File: config.mk
export PLATFORM = sky130hd
export DESIGN_NAME = trace_active_set_controller
export DESIGN_NICKNAME = d
export VERILOG_FILES = /design/src/rtl/trace_active_set_controller.sv
export SDC_FILE = /design/constraint.sdc
export NUM_CORES = 1
export LEC_CHECK = 0
export CAP_MARGIN = 10
export CORE_MARGIN = 1.5
export CORE_UTILIZATION = 32
export CTS_CLUSTER_SIZE = 30
export DETAILED_ROUTE_END_ITERATION = 7
export DONT_BUFFER_PORTS = 1
export GPL_TIMING_DRIVEN = 0
export PLACE_DENSITY = 0.48
export SYNTH_ARGS = -nofsm -noshare
export SYNTH_HDL_FRONTEND = slang
export SYNTH_SLANG_ARGS = --single-unit
File: constraint.sdc
create_clock -name clk -period 9.6 [get_ports clk]
set_input_delay 1.44 -clock clk [delete_from_list [all_inputs] [get_ports clk]]
set_output_delay 1.44 -clock clk [all_outputs]
set_load 0.02 [all_outputs]
File: src/rtl/trace_active_set_controller.sv
// -----------------------------------------------------------------------------
// trace_active_set_controller
//
// Sequences the trace repository's active set. Entries offered by the
// repository are placed in the lowest free slot. Their memory requests are
// issued one at a time through a shared request port, and each outstanding
// request is tracked by slot id. Completed entries are handed back for
// retirement in lowest-slot-first order.
//
// Each slot follows this lifecycle:
//   FREE -> MAKE_REQUEST -> WAIT_FOR_PROCESSING -> REQUEST_RETIRED -> FREE
//
// Ports
//   clk, rst_n             clock (rising edge), asynchronous active-low reset
//   alloc_valid/ready      repository offers an entry / a FREE slot exists
//   alloc_trace_index      trace index of the offered entry
//   alloc_instruction      instruction word of the offered entry
//   alloc_mem_addr         data address of the offered entry
//   mem_req/gnt            memory request handshake (held stable until grant)
//   mem_addr, mem_tag      address and slot id of the current request
//   mem_rvalid, mem_rtag   memory completion and its slot id
//   retire_valid/ready     retirement handshake with the repository
//   retire_trace_index     trace index of the slot being retired
//   retire_tag             slot id being retired
//   busy_count             number of non-FREE slots
//   protocol_error         sticky flag: a completion arrived for a slot that
//                          was not in WAIT_FOR_PROCESSING
//   stall_count            counts cycles where alloc_valid && !alloc_ready
//
// Build option
//   TRACE_ACTIVE_SET_STALL_CNT_EN  When defined, builds the saturating 32-bit
//                                  stall counter. Otherwise stall_count is
//                                  tied to zero.
//
// Every handshake output is derived from registered state only. Nothing
// passes combinationally from an input to an output.
// -----------------------------------------------------------------------------
module trace_active_set_controller #(
    parameter int ACTIVE_SET_SIZE  = 8,
    parameter int TAG_W            = $clog2(ACTIVE_SET_SIZE),
    parameter int TRACE_ENTRIES    = 2048,
    parameter int TIDX_W           = $clog2(TRACE_ENTRIES),
    parameter int INSTR_DATA_WIDTH = 32,
    parameter int DATA_ADDR_WIDTH  = 32
) (
    input  logic                       clk,
    input  logic                       rst_n,

    input  logic                       alloc_valid,
    output logic                       alloc_ready,
    input  logic [TIDX_W-1:0]          alloc_trace_index,
    input  logic [INSTR_DATA_WIDTH-1:0] alloc_instruction,
    input  logic [DATA_ADDR_WIDTH-1:0] alloc_mem_addr,

    output logic                       mem_req,
    input  logic                       mem_gnt,
    output logic [DATA_ADDR_WIDTH-1:0] mem_addr,
    output logic [TAG_W-1:0]           mem_tag,
    input  logic                       mem_rvalid,
    input  logic [TAG_W-1:0]           mem_rtag,

    output logic                       retire_valid,
    input  logic                       retire_ready,
    output logic [TIDX_W-1:0]          retire_trace_index,
    output logic [TAG_W-1:0]           retire_tag,

    output logic [TAG_W:0]             busy_count,
    output logic                       protocol_error,
    output logic [31:0]                stall_count
);

    typedef enum logic [1:0] {
        FREE                = 2'd0,
        MAKE_REQUEST        = 2'd1,
        WAIT_FOR_PROCESSING = 2'd2,
        REQUEST_RETIRED     = 2'd3
    } slot_state_e;

    // Per-slot lifecycle state
    slot_state_e state_q [ACTIVE_SET_SIZE];
    slot_state_e state_d [ACTIVE_SET_SIZE];

    // Per-slot payload
    logic [TIDX_W-1:0]          slot_tidx  [ACTIVE_SET_SIZE];
    logic [DATA_ADDR_WIDTH-1:0] slot_addr  [ACTIVE_SET_SIZE];
    logic [ACTIVE_SET_SIZE-1:0][INSTR_DATA_WIDTH-1:0] slot_instr;

    // Issue arbitration state
    logic [TAG_W-1:0] rr_ptr_q,     rr_ptr_d;
    logic             locked_q,     locked_d;
    logic [TAG_W-1:0] locked_tag_q, locked_tag_d;
    logic             error_q,      error_d;

    // Results of scanning the registered slot states
    logic             free_found;
    logic [TAG_W-1:0] free_idx;
    logic             ret_found;
    logic [TAG_W-1:0] ret_idx;
    logic             pick_found;
    logic [TAG_W-1:0] pick_idx;
    logic [TAG_W:0]   busy_cnt;

    logic [TAG_W-1:0] issue_tag;
    logic             alloc_fire;
    logic             gnt_fire;
    logic             retire_fire;

    // -------------------------------------------------------------------------
    // Scans: lowest FREE slot, lowest RETIRED slot, round-robin MAKE_REQUEST
    // slot, and occupancy count.
    // -------------------------------------------------------------------------
    // NOTE: every variable written in an always_comb gets a default value
    // first. A path that leaves a variable unassigned infers a latch.
    always_comb begin
        logic [TAG_W-1:0] cand;
        free_found = 1'b0;
        free_idx   = '0;
        ret_found  = 1'b0;
        ret_idx    = '0;
        pick_found = 1'b0;
        pick_idx   = '0;
        busy_cnt   = '0;
        cand       = '0;
        // Walk downwards so the last match found is the lowest index or
        // the smallest offset from rr_ptr.
        for (int i = ACTIVE_SET_SIZE - 1; i >= 0; i--) begin
            if (state_q[i] == FREE) begin
                free_found = 1'b1;
                free_idx   = TAG_W'(i);
            end
            if (state_q[i] == REQUEST_RETIRED) begin
                ret_found = 1'b1;
                ret_idx   = TAG_W'(i);
            end
            // The slot count is a power of two, so the TAG_W-bit sum wraps
            // naturally modulo ACTIVE_SET_SIZE.
            cand = rr_ptr_q + TAG_W'(i);
            if (state_q[cand] == MAKE_REQUEST) begin
                pick_found = 1'b1;
                pick_idx   = cand;
            end
        end
        for (int i = 0; i < ACTIVE_SET_SIZE; i++) begin
            if (state_q[i] != FREE) busy_cnt = busy_cnt + (TAG_W+1)'(1);
        end
    end

    // Once a request has been shown to memory without a grant, the locked
    // tag overrides the arbiter. This keeps mem_addr and mem_tag stable even
    // when new MAKE_REQUEST slots appear.
    assign issue_tag    = locked_q ? locked_tag_q : pick_idx;
    assign mem_req      = locked_q | pick_found;
    assign mem_tag      = mem_req ? issue_tag : '0;
    assign mem_addr     = mem_req ? slot_addr[issue_tag] : '0;

    assign alloc_ready  = free_found;
    assign retire_valid = ret_found;
    assign retire_tag   = ret_found ? ret_idx : '0;
    assign retire_trace_index = ret_found ? slot_tidx[ret_idx] : '0;
    assign busy_count   = busy_cnt;
    assign protocol_error = error_q;

    assign alloc_fire  = alloc_valid & free_found;
    assign gnt_fire    = mem_req & mem_gnt;
    assign retire_fire = ret_found & retire_ready;

    // -------------------------------------------------------------------------
    // Next-state logic. Allocate, grant, complete and retire always act on
    // slots in different states, so all four can update on the same edge
    // without conflict.
    // -------------------------------------------------------------------------
    always_comb begin
        for (int i = 0; i < ACTIVE_SET_SIZE; i++) state_d[i] = state_q[i];
        rr_ptr_d     = rr_ptr_q;
        locked_d     = locked_q;
        locked_tag_d = locked_tag_q;
        error_d      = error_q;

        if (alloc_fire) state_d[free_idx] = MAKE_REQUEST;

        if (gnt_fire) begin
            state_d[issue_tag] = WAIT_FOR_PROCESSING;
            rr_ptr_d           = issue_tag + TAG_W'(1);
            locked_d           = 1'b0;
        end else if (mem_req) begin
            locked_d     = 1'b1;
            locked_tag_d = issue_tag;
        end

        // The check uses the registered state. A completion aimed at the
        // slot being granted on this same edge therefore sees MAKE_REQUEST
        // and is flagged as an error.
        if (mem_rvalid) begin
            if (state_q[mem_rtag] == WAIT_FOR_PROCESSING) begin
                state_d[mem_rtag] = REQUEST_RETIRED;
            end else begin
                error_d = 1'b1;
            end
        end

        if (retire_fire) state_d[ret_idx] = FREE;
    end

    // NOTE: sequential state uses non-blocking assignments only. Blocking
    // assignments here would let flops read each other's new values and
    // make the simulation order-dependent.
    always_ff @(posedge clk or negedge rst_n) begin
        if (!rst_n) begin
            for (int i = 0; i < ACTIVE_SET_SIZE; i++) state_q[i] <= FREE;
            rr_ptr_q     <= '0;
            locked_q     <= 1'b0;
            locked_tag_q <= '0;
            error_q      <= 1'b0;
        end else begin
            for (int i = 0; i < ACTIVE_SET_SIZE; i++) state_q[i] <= state_d[i];
            rr_ptr_q     <= rr_ptr_d;
            locked_q     <= locked_d;
            locked_tag_q <= locked_tag_d;
            error_q      <= error_d;
        end
    end

    // NOTE: the payload storage is deliberately left unreset. No output can
    // read a slot's payload unless that slot's state has first been written
    // through allocation, and the slot state itself is reset.
    always_ff @(posedge clk) begin
        if (alloc_fire) begin
            slot_tidx[free_idx]  <= alloc_trace_index;
            slot_addr[free_idx]  <= alloc_mem_addr;
            slot_instr[free_idx] <= alloc_instruction;
        end
    end

    // The instruction word is held alongside the entry but no port reads it
    // back. The repository keeps its own copy for retirement.
    logic unused_instr;
    assign unused_instr = ^slot_instr;

`ifdef TRACE_ACTIVE_SET_STALL_CNT_EN
    logic [31:0] stall_q;
    always_ff @(posedge clk or negedge rst_n) begin
        if (!rst_n) begin
            stall_q <= '0;
        end else if (alloc_valid && !free_found && stall_q != 32'hFFFF_FFFF) begin
            stall_q <= stall_q + 32'd1;
        end
    end
    assign stall_count = stall_q;
`else
    assign stall_count = '0;
`endif

endmodule

==> impl_metrics.ini <==
[detailed_routing]
drt_pre_antenna_iters = 5
ant_nets = 0
remaining_drc_errors = 0
vias = 11000
vias_per_cell = 5.38
wire_per_inst_um = 23.4
first_iter_violations = 859
routed_wl_um = 47700

[setup_path]
end_kind = output port
path_class = reg -> out
worstPathMaxFanout = 10
critical_path_required_ns = 8.16
start_kind = flop
worstPathArrival_ns = 6.06

[floorplan]
dieHeight_um = 230
die_area_mm2 = 0.0530
rows = 83
core_area_mm2 = 0.0512
num_io_pins = 173
die_x_um = 230
initial_core_util_pct = 32.3

[global_route]
grt_pass1_vias = 10900
antenna_found_initial = 1
grt_busiest_layer = met2
grt_pass1_wl_um = 71200
met1_usage_pct = 23.7
grt_max_degree = 25
grt_use_total_pct = 17.8
grt_util_met2_pct = 29.0
use_met3_pct = 4.09
grt-ovfl-total = 0

[placed_design]
gp_congestion = 0.817
dp_cells = 1965
port-buffer-count = 0
place_hpwl_um = 32900

[clocking]
cts_setup_buffers = 0
cts-buffers-inserted = 39
clk_pin_slew_ns = 0.06
clockBufferDepth = 3
cts_tree = yes
cts_resized = 0
clk_latency_ns = 0.56
htree_levels = 2
root_buffer = clkbuf_16
cts_num_sinks = 368
cts_hold_buf = 0

[synth]
yosys-top-cells-area = edfxtp_1 (63%), dfrtp_1 (3.6%), o21ai_0 (3.4%)
synth_ff_type = edfxtp_1
synthDistinctLibCells = 72
netlist.area_leader.share_pct = 62.5
yosysSeqAreaShare_pct = 66.1
synthMuxAreaShare_pct = 5.56
synth-xor-area-share_pct = 0.946
syn_area_per_cell_um2 = 13.5
synth_edf_count = 344
synthAdderAreaFrac_pct = 0.681
netlist_instances = 1226
ys_seq_elements = 368
synth-simple-area-share_pct = 8.54
yosys_warnings = 0
synth_top_cell_by_area = edfxtp_1
synth_top_family_by_area = compound AO/OA/AOI/OAI gates
synth_compound_area_share_pct = 14.0
synthesis.area_mm2 = 0.0165
async_flop_share_pct = 6.52

[finish]
diodes = 0
drive_gt1_share_pct = 13.7
final_util_pct = 37.5
final_cell_mix = edfxtp_1 (344), o21ai_0 (113), a21oi_1 (92)
layout_commonest_cell = edfxtp_1
syn2layout_area_growth_pct = 16.3
fillers = 4851
nets = 1419
final_cell_count_no_fill = 2037

[timing]
finalSetupViolCount = 0
fin_crit_ns = 7.50
slew_violations = 0
tightest_slew_ns = 1.20
hold_violations = 0
holdWs_ns = 0.560
fmax_mhz = 133
rsz0062_at_grt = false
finalCritPeriodShare_pct = 78.2
finalSetupTns_ns = 0
timing.slew.headroom_pct = 19.6
finClkSkew_ns = 0.0321

[status]
status = finished, final reports clean

[worst_hold_path]
hold_class = reg -> reg

[job]
cap_violations = 0
==> flip-flops by register name, summed over array words and instances (netlist names) <==
register        flops
locked_q            1
locked_tag_q        3
protocol_error      1
rr_ptr_q            3
slot_addr         256
slot_tidx          88
state_q            16
==> metal layers <==
layer / vias up / wire length, um
met2: 352 / 22700
met1: 5584 / 20500
met5: - / 0
met3: 68 / 3230
met4: 0 / 1250
li1: 4965 / -
==> synth_stat cells (all sizes together) (4+ instances only) <==
| library cell | count |
|---|---|
| nor4 | 11 |
| a311o | 9 |
| clkbuf | 70 |
| edfxtp | 344 |
| nand2b | 11 |
| a2111o | 24 |
| a221oi | 11 |
| o221ai | 16 |
| o22ai | 7 |
| o22a | 15 |
| xnor2 | 9 |
| and3 | 16 |
| and2 | 5 |
| nor3 | 9 |
| or2 | 7 |
| nor2b | 11 |
| mux2i | 17 |
| inv | 23 |
| nor4b | 4 |
| mux4 | 15 |
| o21ai | 114 |
| a211oi | 10 |
| dfrtp | 24 |
| a31oi | 8 |
| nor2 | 42 |
| ha | 9 |
| a21oi | 94 |
| mux2 | 34 |
| nand3 | 88 |
| nand2 | 58 |
| buf | 46 |
| o211ai | 6 |
| o32ai | 12 |
| xor2 | 8 |
==> final timing paths <==
check / startpoint / end / slack, ns / depth (start not counted)
setup / recovery: rr_ptr_q[1] / mem_addr[7] / 2.10 / 14
hold / removal: locked_tag_q[2] / locked_tag_q[2] / 0.56 / 1
setup reg to reg: rr_ptr_q[1] / state_q[11] / 4.16 / 15
hold reg to reg: locked_tag_q[2] / locked_tag_q[2] / 0.56 / 1
max in group asynchronous: rst_n / state_q[1] / 8.92 / 0
min in group asynchronous: rst_n / locked_tag_q[1] / 0.59 / 0
==> critical path, stage by stage, from the launching register on <==
cell	delay, ns
dfrtp_1	0.49
inv_1	0.12
clkbuf_1	0.28
ha_1	0.52
clkbuf_1	0.45
nor4bb_1	0.29
nor4_1	0.16
o221ai_1	0.21
nand3_1	0.11
a221oi_1	0.28
a41o_1	0.31
inv_2	0.22
nor3_1	0.95
clkbuf_1	0.69
a2111o_1	0.42
==> cells by family after synthesis <==
logic type      Yosys count
simple gates            275
buf+inv                 140
other cells               1
flops                   368
fa+ha+maj                 9
compound gates          350
mux                      66
xor+xnor                 17
==> cell type report <==
cell class / instances / area [um^2] / area share [%]
sequential: 368 / 10900 / 56.9
multi-input combinational: 749 / 5100 / 26.5
clock buffer: 44 / 995 / 5.18
tap: 680 / 851 / 4.43
buffer: 116 / 594 / 3.09
timing repair buffer: 28 / 437 / 2.27
clock inverter: 28 / 220 / 1.15
inverter: 24 / 90.1 / 0.469
==> metrics by stage <==
stage	cell area (um^2)	setup WS [ns]
2_1_floorplan	16600	2.76
3_3_place_gp	17500	-2.78
3_5_place_dp	18000	2.69
4_1_cts	19200	2.10
5_1_grt	19200	1.60
6_report	19200	2.10
Power is left out: the tool's default activity adds up to more than one toggle a clock period on the data nets, which glitch-free logic cannot reach.
